==> src/rtl/vram_loader_if.sv <==
// Stream and video-bus bundle for vram_loader: receive stream in, transmit
// stream out, and the strobe/address/data bus toward the video block.
interface vram_loader_if;
  logic [7:0]  rx_data;
  logic        rx_valid;
  logic        rx_ready;
  logic [7:0]  tx_data;
  logic        tx_valid;
  logic        tx_ready;
  logic        sel_ram;
  logic        sel_ctl;
  logic        we;
  logic [12:0] addr;
  logic [7:0]  din;
  logic [7:0]  ram_dout;
  logic [7:0]  ctl_dout;
  logic        busy;

  // The loader drives the video bus and consumes the receive stream
  modport master (
    input  rx_data, rx_valid, tx_ready, ram_dout, ctl_dout,
    output rx_ready, tx_data, tx_valid, sel_ram, sel_ctl, we, addr, din, busy
  );

  // Environment side: UART receiver/transmitter and the video block
  modport slave (
    output rx_data, rx_valid, tx_ready, ram_dout, ctl_dout,
    input  rx_ready, tx_data, tx_valid, sel_ram, sel_ctl, we, addr, din, busy
  );
endinterface

==> src/rtl/vram_loader.sv <==
// Byte-stream command parser feeding VRAM and control registers of the video
// block. Opcodes: W block write, F fill, C control write, R VRAM read, S
// control read. All strobes are registered single-cycle pulses.
module vram_loader #(
  parameter int TIMEOUT = 1200000
) (
  input logic          clk,
  input logic          reset,
  vram_loader_if.master bus
);

  localparam int TW = $clog2(TIMEOUT);
  localparam logic [TW-1:0] TLAST = TW'(TIMEOUT - 1);

  localparam logic [7:0] OP_W = 8'h57;
  localparam logic [7:0] OP_F = 8'h46;
  localparam logic [7:0] OP_C = 8'h43;
  localparam logic [7:0] OP_R = 8'h52;
  localparam logic [7:0] OP_S = 8'h53;

  localparam logic [2:0] S_IDLE  = 3'd0;
  localparam logic [2:0] S_ARG   = 3'd1;
  localparam logic [2:0] S_WDATA = 3'd2;
  localparam logic [2:0] S_FILL  = 3'd3;
  localparam logic [2:0] S_RSTB  = 3'd4;
  localparam logic [2:0] S_RCAP  = 3'd5;
  localparam logic [2:0] S_TX    = 3'd6;

  logic [2:0]    state;
  logic [7:0]    op;
  logic [2:0]    idx;
  logic [7:0]    arg [0:3];
  logic [12:0]   ptr;
  logic [13:0]   cnt;
  logic [7:0]    fill_val;
  logic          rd_ctl;
  logic [TW-1:0] tcnt;

  logic          rx_ready_q;
  logic [7:0]    tx_data_q;
  logic          tx_valid_q;
  logic          sel_ram_q;
  logic          sel_ctl_q;
  logic          we_q;
  logic [12:0]   addr_q;
  logic [7:0]    din_q;

  logic          accept;
  logic          last_arg;
  logic [12:0]   hdr_addr;
  logic [12:0]   rd_addr;
  logic [12:0]   fill_cnt;

  function automatic logic is_cmd(input logic [7:0] b);
    return (b == OP_W) || (b == OP_F) || (b == OP_C) || (b == OP_R) || (b == OP_S);
  endfunction

  function automatic logic [2:0] arg_count(input logic [7:0] o);
    case (o)
      OP_W:    return 3'd3;
      OP_F:    return 3'd5;
      OP_C:    return 3'd2;
      OP_R:    return 3'd2;
      default: return 3'd1;
    endcase
  endfunction

  assign accept   = bus.rx_valid & rx_ready_q;
  assign last_arg = (idx == (arg_count(op) - 3'd1));
  assign hdr_addr = {arg[0][4:0], arg[1]};
  assign rd_addr  = {arg[0][4:0], bus.rx_data};
  assign fill_cnt = {arg[2][4:0], arg[3]};

  assign bus.rx_ready = rx_ready_q;
  assign bus.tx_data  = tx_data_q;
  assign bus.tx_valid = tx_valid_q;
  assign bus.sel_ram  = sel_ram_q;
  assign bus.sel_ctl  = sel_ctl_q;
  assign bus.we       = we_q;
  assign bus.addr     = addr_q;
  assign bus.din      = din_q;
  assign bus.busy     = (state != S_IDLE);

  // Command FSM: parses the byte stream and issues registered access strobes
  always_ff @(posedge clk or posedge reset) begin
    if (reset) begin
      state      <= S_IDLE;
      op         <= '0;
      idx        <= '0;
      for (int i = 0; i < 4; i++) arg[i] <= '0;
      ptr        <= '0;
      cnt        <= '0;
      fill_val   <= '0;
      rd_ctl     <= 1'b0;
      tcnt       <= '0;
      rx_ready_q <= 1'b0;
      tx_data_q  <= '0;
      tx_valid_q <= 1'b0;
      sel_ram_q  <= 1'b0;
      sel_ctl_q  <= 1'b0;
      we_q       <= 1'b0;
      addr_q     <= '0;
      din_q      <= '0;
    end else begin
      sel_ram_q <= 1'b0;
      sel_ctl_q <= 1'b0;
      we_q      <= 1'b0;
      case (state)
        S_IDLE: begin
          rx_ready_q <= 1'b1;
          tcnt       <= '0;
          if (accept && is_cmd(bus.rx_data)) begin
            op    <= bus.rx_data;
            idx   <= '0;
            state <= S_ARG;
          end
        end

        S_ARG: begin
          if (accept) begin
            tcnt <= '0;
            if (!last_arg) begin
              arg[idx[1:0]] <= bus.rx_data;
              idx           <= idx + 3'd1;
            end else begin
              case (op)
                OP_W: begin
                  ptr   <= hdr_addr;
                  cnt   <= (bus.rx_data == 8'd0) ? 14'd256 : {6'd0, bus.rx_data};
                  state <= S_WDATA;
                end
                OP_F: begin
                  sel_ram_q  <= 1'b1;
                  we_q       <= 1'b1;
                  addr_q     <= hdr_addr;
                  din_q      <= bus.rx_data;
                  fill_val   <= bus.rx_data;
                  ptr        <= hdr_addr + 13'd1;
                  cnt        <= (fill_cnt == 13'd0) ? 14'd8191 : ({1'b0, fill_cnt} - 14'd1);
                  rx_ready_q <= 1'b0;
                  state      <= S_FILL;
                end
                OP_C: begin
                  sel_ctl_q <= 1'b1;
                  we_q      <= 1'b1;
                  addr_q    <= {5'd0, arg[0]};
                  din_q     <= bus.rx_data;
                  state     <= S_IDLE;
                end
                OP_R: begin
                  sel_ram_q  <= 1'b1;
                  addr_q     <= rd_addr;
                  rd_ctl     <= 1'b0;
                  rx_ready_q <= 1'b0;
                  state      <= S_RSTB;
                end
                OP_S: begin
                  sel_ctl_q  <= 1'b1;
                  addr_q     <= {5'd0, bus.rx_data};
                  rd_ctl     <= 1'b1;
                  rx_ready_q <= 1'b0;
                  state      <= S_RSTB;
                end
                default: state <= S_IDLE;
              endcase
            end
          end else if (tcnt == TLAST) begin
            tcnt  <= '0;
            state <= S_IDLE;
          end else begin
            tcnt <= tcnt + 1'b1;
          end
        end

        S_WDATA: begin
          if (accept) begin
            tcnt      <= '0;
            sel_ram_q <= 1'b1;
            we_q      <= 1'b1;
            addr_q    <= ptr;
            din_q     <= bus.rx_data;
            ptr       <= ptr + 13'd1;
            if (cnt == 14'd1) begin
              rx_ready_q <= 1'b1;
              state      <= S_IDLE;
            end else begin
              cnt        <= cnt - 14'd1;
              rx_ready_q <= 1'b0;
            end
          end else begin
            rx_ready_q <= 1'b1;
            if (tcnt == TLAST) begin
              tcnt  <= '0;
              state <= S_IDLE;
            end else begin
              tcnt <= tcnt + 1'b1;
            end
          end
        end

        S_FILL: begin
          if (cnt == 14'd0) begin
            rx_ready_q <= 1'b1;
            state      <= S_IDLE;
          end else begin
            sel_ram_q <= 1'b1;
            we_q      <= 1'b1;
            addr_q    <= ptr;
            din_q     <= fill_val;
            ptr       <= ptr + 13'd1;
            cnt       <= cnt - 14'd1;
          end
        end

        S_RSTB: state <= S_RCAP;

        S_RCAP: begin
          tx_data_q  <= rd_ctl ? bus.ctl_dout : bus.ram_dout;
          tx_valid_q <= 1'b1;
          state      <= S_TX;
        end

        S_TX: begin
          if (bus.tx_ready) begin
            tx_valid_q <= 1'b0;
            rx_ready_q <= 1'b1;
            state      <= S_IDLE;
          end
        end

        default: state <= S_IDLE;
      endcase
    end
  end

endmodule

==> src/flat_wrapper.sv <==
// flat-port wrapper written by rule: the top's interface ports become plain ports
module vram_loader_flat 
#(
  parameter int TIMEOUT = 1200000
)
  (clk, reset, bus_rx_data, bus_rx_valid, bus_tx_ready, bus_ram_dout, bus_ctl_dout, bus_rx_ready, bus_tx_data, bus_tx_valid, bus_sel_ram, bus_sel_ctl, bus_we, bus_addr, bus_din, bus_busy);
  vram_loader_if bus_i ();
  input logic clk;
  input logic reset;
  input wire logic [$bits(bus_i.rx_data)-1:0] bus_rx_data;
  input wire logic [$bits(bus_i.rx_valid)-1:0] bus_rx_valid;
  input wire logic [$bits(bus_i.tx_ready)-1:0] bus_tx_ready;
  input wire logic [$bits(bus_i.ram_dout)-1:0] bus_ram_dout;
  input wire logic [$bits(bus_i.ctl_dout)-1:0] bus_ctl_dout;
  output wire logic [$bits(bus_i.rx_ready)-1:0] bus_rx_ready;
  output wire logic [$bits(bus_i.tx_data)-1:0] bus_tx_data;
  output wire logic [$bits(bus_i.tx_valid)-1:0] bus_tx_valid;
  output wire logic [$bits(bus_i.sel_ram)-1:0] bus_sel_ram;
  output wire logic [$bits(bus_i.sel_ctl)-1:0] bus_sel_ctl;
  output wire logic [$bits(bus_i.we)-1:0] bus_we;
  output wire logic [$bits(bus_i.addr)-1:0] bus_addr;
  output wire logic [$bits(bus_i.din)-1:0] bus_din;
  output wire logic [$bits(bus_i.busy)-1:0] bus_busy;
  assign bus_i.rx_data = bus_rx_data;
  assign bus_i.rx_valid = bus_rx_valid;
  assign bus_i.tx_ready = bus_tx_ready;
  assign bus_i.ram_dout = bus_ram_dout;
  assign bus_i.ctl_dout = bus_ctl_dout;
  assign bus_rx_ready = bus_i.rx_ready;
  assign bus_tx_data = bus_i.tx_data;
  assign bus_tx_valid = bus_i.tx_valid;
  assign bus_sel_ram = bus_i.sel_ram;
  assign bus_sel_ctl = bus_i.sel_ctl;
  assign bus_we = bus_i.we;
  assign bus_addr = bus_i.addr;
  assign bus_din = bus_i.din;
  assign bus_busy = bus_i.busy;
  vram_loader #(.TIMEOUT(TIMEOUT)) u_core (.clk(clk), .reset(reset), .bus(bus_i));
endmodule
==> config.mk <==
export PLATFORM = sky130hd
export DESIGN_NAME = vram_loader_flat
export DESIGN_NICKNAME = d
export VERILOG_FILES = /design/src/rtl/vram_loader_if.sv /design/src/rtl/vram_loader.sv /design/src/flat_wrapper.sv
export SDC_FILE = /design/constraint.sdc
export NUM_CORES = 1
export LEC_CHECK = 0
export ABC_AREA = 0
export CORE_MARGIN = 5
export CORE_UTILIZATION = 51
export CTS_BUF_LIST = sky130_fd_sc_hd__clkbuf_8 sky130_fd_sc_hd__clkbuf_16
export DETAILED_ROUTE_END_ITERATION = 12
export PLACE_DENSITY_LB_ADDON = 0.08
export SYNTH_ARGS = -nofsm -noshare
export SYNTH_HDL_FRONTEND = slang
export SYNTH_SLANG_ARGS = --single-unit
==> constraint.sdc <==
create_clock -name clk -period 8.5 [get_ports clk]
set_input_delay 0.85 -clock clk [delete_from_list [all_inputs] [get_ports clk]]
set_output_delay 0.85 -clock clk [all_outputs]
set_load 0.02 [all_outputs]
* Word-level counts from Yosys, hierarchy flattened
Cells that the tools add are included.
** Word-level totals
- Flip-flop bits (word level) :: 137
- Bits of input ports :: 28
- Output and inout port bits :: 35
- Logic and storage cells :: 176
** Cells by class
- Add/subtract/negate cells :: 7
- $lt $le $gt $ge :: 2
- Equal/unequal tests :: 34
- Mux-type cells :: 74
- Bitwise operators :: 3
- Reduce and logical (&&, ||, !) cells :: 36
** Operators by type and width (number)
- 2-to-1 mux 13 bit :: 8
- 2-to-1 mux 14 bit :: 6
- equality test 8 x 7 -> 1 bit (second input constant) :: 10
- one-hot mux 13 bit (3 select lines) :: 2
- 2-to-1 mux 8 bit :: 7
- one-hot mux 13 bit (4 select lines) :: 1
- 2-to-1 mux 21 bit :: 2
- one-hot mux 14 bit (3 select lines) :: 1
- one-hot mux 21 bit (2 select lines) :: 1
- 2-to-1 mux 3 bit :: 11
- bitwise mux 32 bit :: 1
- one-hot mux 14 bit (2 select lines) :: 1
- adder 13 x 1 -> 13 bit (second input constant) :: 2
- one-hot mux 13 bit (2 select lines) :: 1
- one-hot mux 8 bit (3 select lines) :: 1
- AND reduction 6 bit :: 4
- adder 21 x 1 -> 21 bit (second input constant) :: 1
- equality test 21 bit (second input constant) :: 1
- one-hot mux 3 bit (7 select lines) :: 1
- 2-to-1 mux 1 bit :: 20
- one-hot mux 3 bit (3 select lines) :: 2
- demux 8 bit (select 2 bit) :: 1
- equality test 14 x 1 -> 1 bit (second input constant) :: 1
- zero test 14 bit :: 1
- other kinds (37) :: 69

* Logic depth before layout (Yosys ltp)
- Word-level depth :: 8
- Mapped depth :: 13
- Gate-level depth less buffers :: 10

* Worst setup path before layout
OpenSTA, ideal clock, no wires.
- Path type :: register to register
- From :: register u_core.op[3]
- To :: register u_core.fill_val[5]
- Library setup time :: 0.125 ns
- Data arrival time :: 3.120 ns
- Data required time :: 8.375 ns
- Setup slack :: 5.255 ns
- Stages on the path, launching flop included :: 11
- Path buffers :: 0
- Clock period less this slack :: 3.245 ns
- Cell sequence :: dfrtp_1 -> or4b_1 -> nor2_1 -> o21ai_0 -> ha_1 -> xor2_1 -> or4b_1 -> a21oi_1 -> nor2_1 -> nor3_4 -> mux2_2
** Between the ends
- Word-level cells in the longest chain between the ends :: 6
- Elaborated cells between the ends (all ways) :: 9
- Classes of those cells :: add/sub: 1; eq/ne: 5; mux: 1; reduce/logical: 2
** RTL lines
- start, declared :: line vram_loader.sv:30 : logic [7:0] op;
- start signal, assigned :: line vram_loader.sv:113 : op <= bus.rx_data;
- equality test 8 x 7 -> 1 bit :: line vram_loader.sv:59 : case (o)
- OR reduction 2 bit (no line)
- one-hot mux 3 bit (3 select lines) :: line vram_loader.sv:59
- subtractor 3 x 1 -> 3 bit :: line vram_loader.sv:69 : assign last_arg = (idx == (arg_count(op) - 3'd1));
- equality test 3 bit :: line vram_loader.sv:69
- AND reduction 4 bit (no line) (*)
- end signal, assigned :: line vram_loader.sv:137 : fill_val <= bus.rx_data;
- end, declared :: line vram_loader.sv:35 : logic [7:0] fill_val;
Mark *: on every way between the ends. The rest lies on a longest branch, timed or not.
A chain may end at the register's enable or synchronous reset.

* Final worst setup path
- From :: register u_core.op[3]
- To :: register u_core.cnt[0]
** Between the ends
- Word-level cells in the longest chain between the ends :: 7
- Elaborated cells between the ends (all ways) :: 15
- Classes of those cells :: add/sub: 1; eq/ne: 7; mux: 5; reduce/logical: 2
** RTL lines
- equality test 8 x 7 -> 1 bit :: line vram_loader.sv:59
- OR reduction 2 bit (no line)
- one-hot mux 3 bit (3 select lines) :: line vram_loader.sv:59
- subtractor 3 x 1 -> 3 bit :: line vram_loader.sv:69
- equality test 3 bit :: line vram_loader.sv:69
- inequality test 2 x 1 -> 1 bit (no line)
- AND reduction 7 bit (no line)
- end signal, assigned :: line vram_loader.sv:129 : cnt <= (bus.rx_data == 8'd0) ? 14'd256 : {6'd0, bus.rx_data};
- end signal, assigned :: line vram_loader.sv:139 : cnt <= (fill_cnt == 13'd0) ? 14'd8191 : ({1'b0, fill_cnt} - 14'd1);
- end signal, assigned :: line vram_loader.sv:187 : cnt <= cnt - 14'd1;
- end, declared :: line vram_loader.sv:34 : logic [13:0] cnt;
Several ways; a longest one is shown, not always the timed one. The select of a mux whose other input is x is not followed.

==> key figures <==
Worst hold path
  – Min-delay src: u_core.bus.tx_data[3]$_DFFE_PP0P_
  – Hold WC Path Type: reg2reg
  – Worst hold endpoint: u_core.bus.tx_data[3]$_DFFE_PP0P_
  – Hold depth: 2

Route
  – Drt drc: 0
  – WL met3: 1260 um
  – Final Routed Wirelength: around 20000 um
  – Met2 WL: ~9600 um
  – ANT nets after route: 0
  – M1 wire length: 8760 um
  – Avg WL per Cell: around 19 um
  – Top Metal Used: met4
  – First drt pass iteration count: 5
  – Routed vias/inst: roughly 6
  – DRT iter0 DRCs: about 520
  – Via Count: around 6500

Synth
  – Post-Syn Area: 0.00779 mm2
  – Area leader, netlist: dfrtp_1
  – Register area share after synthesis: between 40% and 50%
  – Synthesized instance count: 802
  – Top FF cell, synth: dfrtp_1
  – Post-synth cell types: 72
  – Share of the synthesized area in the top cell type: 43.0%
  – Ys Warns: 0
  – Post-synth ARST share: 100%
  – Syn nets: 841
  – Top cells by area, synth: dfrtp_1 (43%), mux2_2 (7.5%), nor2_1 (3.6%)
  – EDFF count, synth: 0
  – Most instantiated cells after synthesis: dfrtp_1 (134), nor2_1 (74), nand2_1 (59)
  – Post-synthesis register bit count: around 130
  – Top-count cell post-synth: dfrtp_1
  – Syn_area_per_cell: 9.71 um2

Clock tree
  – Htree depth: 4
  – Post-CTS Resized: 0
  – # clock sinks: between 100 and 150
  – Post-CTS setup repair buffer count: 0
  – CTS Buf Count: 17
  – Clock Latency Late Sink: approximately 420 ps
  – Reg clk slew, reported paths: 60 ps
  – CTS max path bufs: 2
  – Clk root buf: clkbuf_16
  – Hold_buf cts: 0
  – CTS tree: yes

Setup path
  – Crit path buf inv count: 1
  – Reg-to-reg slack, setup: 4770 ps
  – Stages on worst setup path: 11
  – Crit path required time: slightly below 9000 ps
  – Crit-path cells: or4b_1 -> nor2_1 -> o21ai_0 -> ha_1 -> xor2_1 -> mux2i_1 -> a41o_1 -> nand3b_1 -> buf_4 -> or2_4 -> mux2_2
  – Worst endpoint data arrival time: a little over 4000 ps
  – Top delay family on crit path: simple AND/OR/NAND/NOR gates
  – Worst setup EP type: flip-flop
  – Slowest-stage cell, CP: or4b_1
  – Crit path max fanout: about 40
  – Largest stage delay, worst path: roughly 650 ps
  – R2R cell count: 11
  – CP Class: reg2reg
  – Reg-to-Reg Start: u_core.op[3]$_DFFE_PP0P_
  – Critical Path Source Type: flip-flop
  – Worst R2R End: u_core.cnt[0]$_DFFE_PP0P_

Floorplan
  – Die area: between 0.015 and 0.02 mm2
  – Top Ports: 63
  – Core Rows: 45
  – Die X: roughly 130 um
  – Initial core utilization: between 50% and 60%
  – Core Area: around 0.015 mm2
  – Die H: 134 um

STA
  – Slew @ Worst Pin: just over 1000 ps
  – Final period util: a little over two fifths
  – Final Worst Setup Slack: around 4800 ps
  – Slew Viols, Final: 0
  – # setup viols final: 0
  – Fmax achieved: about 270 MHz
  – Max-Slew Margin vs Limit: between 30 and 40%
  – RSZ-0062 raised after global routing: no
  – Final hold vios: 0
  – Tmin final: roughly 3700 ps
  – TNS Setup: 0 ps
  – Skew final: ~8.4 ps

Global routing
  – Tot GR Track Use: 22.9%
  – Global-route wire length before repair: 33100 um
  – Initial antenna violation count: 0
  – Grt ovf: 0
  – Vias in the first global route: ~6500
  – Largest net degree at the start of global routing: 85

Placement
  – GP Congestion: 0.935
  – Buffers on Ports: 62
  – Setup Slack @ Placement: just under 5000 ps
  – Dpl hpwl: around 14000 um

Status
  – Outcome: completed

Pwr
  – Pwr dens: 153 mW/mm2
  – Highest ir drop seen on vdd: between 0.1 and 0.15 mV
  – Leak: 3.94 nW

Cells and area
  – Fin nets: 882
  – Multi-input logic area: 0.00417 mm2
  – Area growth syn-to-layout: 16.3%
  – Storage cell area: around 0.0034 mm2
  – Share of layout cells above drive strength 1: about 14%
  – ANT cells: 0
  – Fillers: 1300

Run
  – Max-Cap Viols: 0
-- power breakdown --
group          internal [mW]  total (mW)  switching (mW)
Clock                  0.420       0.711           0.290
Sequential             0.638       0.638               0
Combinational         0.0157      0.0403          0.0245
-- flip-flops by register name, summed over array words and instances (netlist names) --
name / count
u_core.arg: 29
u_core.bus.addr: 13
u_core.bus.din: 8
u_core.bus.rx_ready: 1
u_core.bus.sel_ctl: 1
u_core.bus.sel_ram: 1
u_core.bus.tx_data: 8
u_core.bus.tx_valid: 1
u_core.bus.we: 1
u_core.cnt: 14
u_core.fill_val: 8
u_core.idx: 3
u_core.op: 8
u_core.ptr: 13
u_core.rd_ctl: 1
u_core.state: 3
u_core.tcnt: 21
-- worst max path at each step --
stage | startpoint | to | slack [ps]
2_1_floorplan | reset | u_core.arg[0]$_DFFE_PP0P_ | 4070
6_report | u_core.op[3]$_DFFE_PP0P_ | u_core.cnt[0]$_DFFE_PP0P_ | 4770
5_1_grt | u_core.op[3]$_DFFE_PP0P_ | u_core.cnt[0]$_DFFE_PP0P_ | 4550
4_1_cts | u_core.op[3]$_DFFE_PP0P_ | u_core.cnt[0]$_DFFE_PP0P_ | 4820
3_3_place_gp | u_core.op[2]$_DFFE_PP0P_ | u_core.cnt[0]$_DFFE_PP0P_ | 4920
3_5_place_dp | u_core.op[3]$_DFFE_PP0P_ | u_core.cnt[0]$_DFFE_PP0P_ | 4840
-- per-layer routing --
layer	vias to the layer above	global-route usage, %
li1	3024	-
met1	3185	29.9
met2	216	37.5
met3	30	6.04
met4	0	7.20
met5	-	0
-- cells by family after synthesis --
| group | synth area share (%) |
|---|---|
| AO/OA/AOI/OAI | 16.5 |
| XOR/XNOR | 3.71 |
| multiplexers | 12.8 |
| flip-flops | 43.0 |
| buffers and inverters | 3.52 |
| AND/OR/NAND/NOR | 18.7 |
| adder cells (fa/ha/maj) | 1.77 |
-- worst reg2reg max path, stage by stage, from the launching register on --
cell and delay [ps]:
dfrtp_1 400, or4b_1 650, nor2_1 230, o21ai_0 130, ha_1 220, xor2_1 450
mux2i_1 140, a41o_1 260, nand3b_1 80, buf_4 380, or2_4 330, mux2_2 350
-- layout by cell type, fill, tap and decap left out, types with 4 or more instances in the layout --
cell	n
nand4_1	10
xor2_1	19
a22o_1	6
nand2b_1	7
nor3_1	29
o22a_1	10
a22oi_1	4
a31oi_1	7
nand3_1	22
o21ai_0	53
or2_2	7
and2_1	4
o22ai_1	6
clkbuf_16	17
nand2_1	59
buf_4	5
a21o_1	8
clkdlybuf4s50_1	62
clkinvlp_4	4
nand3b_1	4
mux2_2	52
and3_1	11
nor4_1	10
and4_1	4
ha_1	11
dfrtp_1	134
o31ai_1	19
a21oi_1	38
inv_1	16
a32oi_1	4
mux2i_1	14
a211oi_1	5
or3_1	8
nor2_1	74
xnor2_1	14
or4_1	4
nor2b_1	12
mux2_4	18
-- metrics by stage --
| stage | cell area, um2 | total power [mW] | hold WS, ps | util (%) | instances |
|---|---|---|---|---|---|
| after floorplan | 7790 | 0.668 | 459 | - | 802 |
| after global placement | 8480 | 0.690 | 461 | 56.2 | 1012 |
| after detailed placement | 8480 | 0.691 | 473 | 56.2 | 1012 |
| after CTS | 9060 | 1.40 | 485 | 60.0 | 1044 |
| after global routing | 9060 | 1.44 | 514 | 60.0 | 1044 |
| final | 9060 | 1.39 | 480 | 60.0 | 1044 |
-- cell type report --
type                            count  share of cell area, %
Multi-Input combinational cell    606                   46.0
Sequential cell                   134                   37.0
Timing Repair Buffer               67                   7.26
Clock buffer                       19                   5.00
Tap cell                          188                   2.60
Clock inverter                     13                   1.35
Inverter                           17                  0.732
No activity file was read; power rests on OpenSTA's default activity.
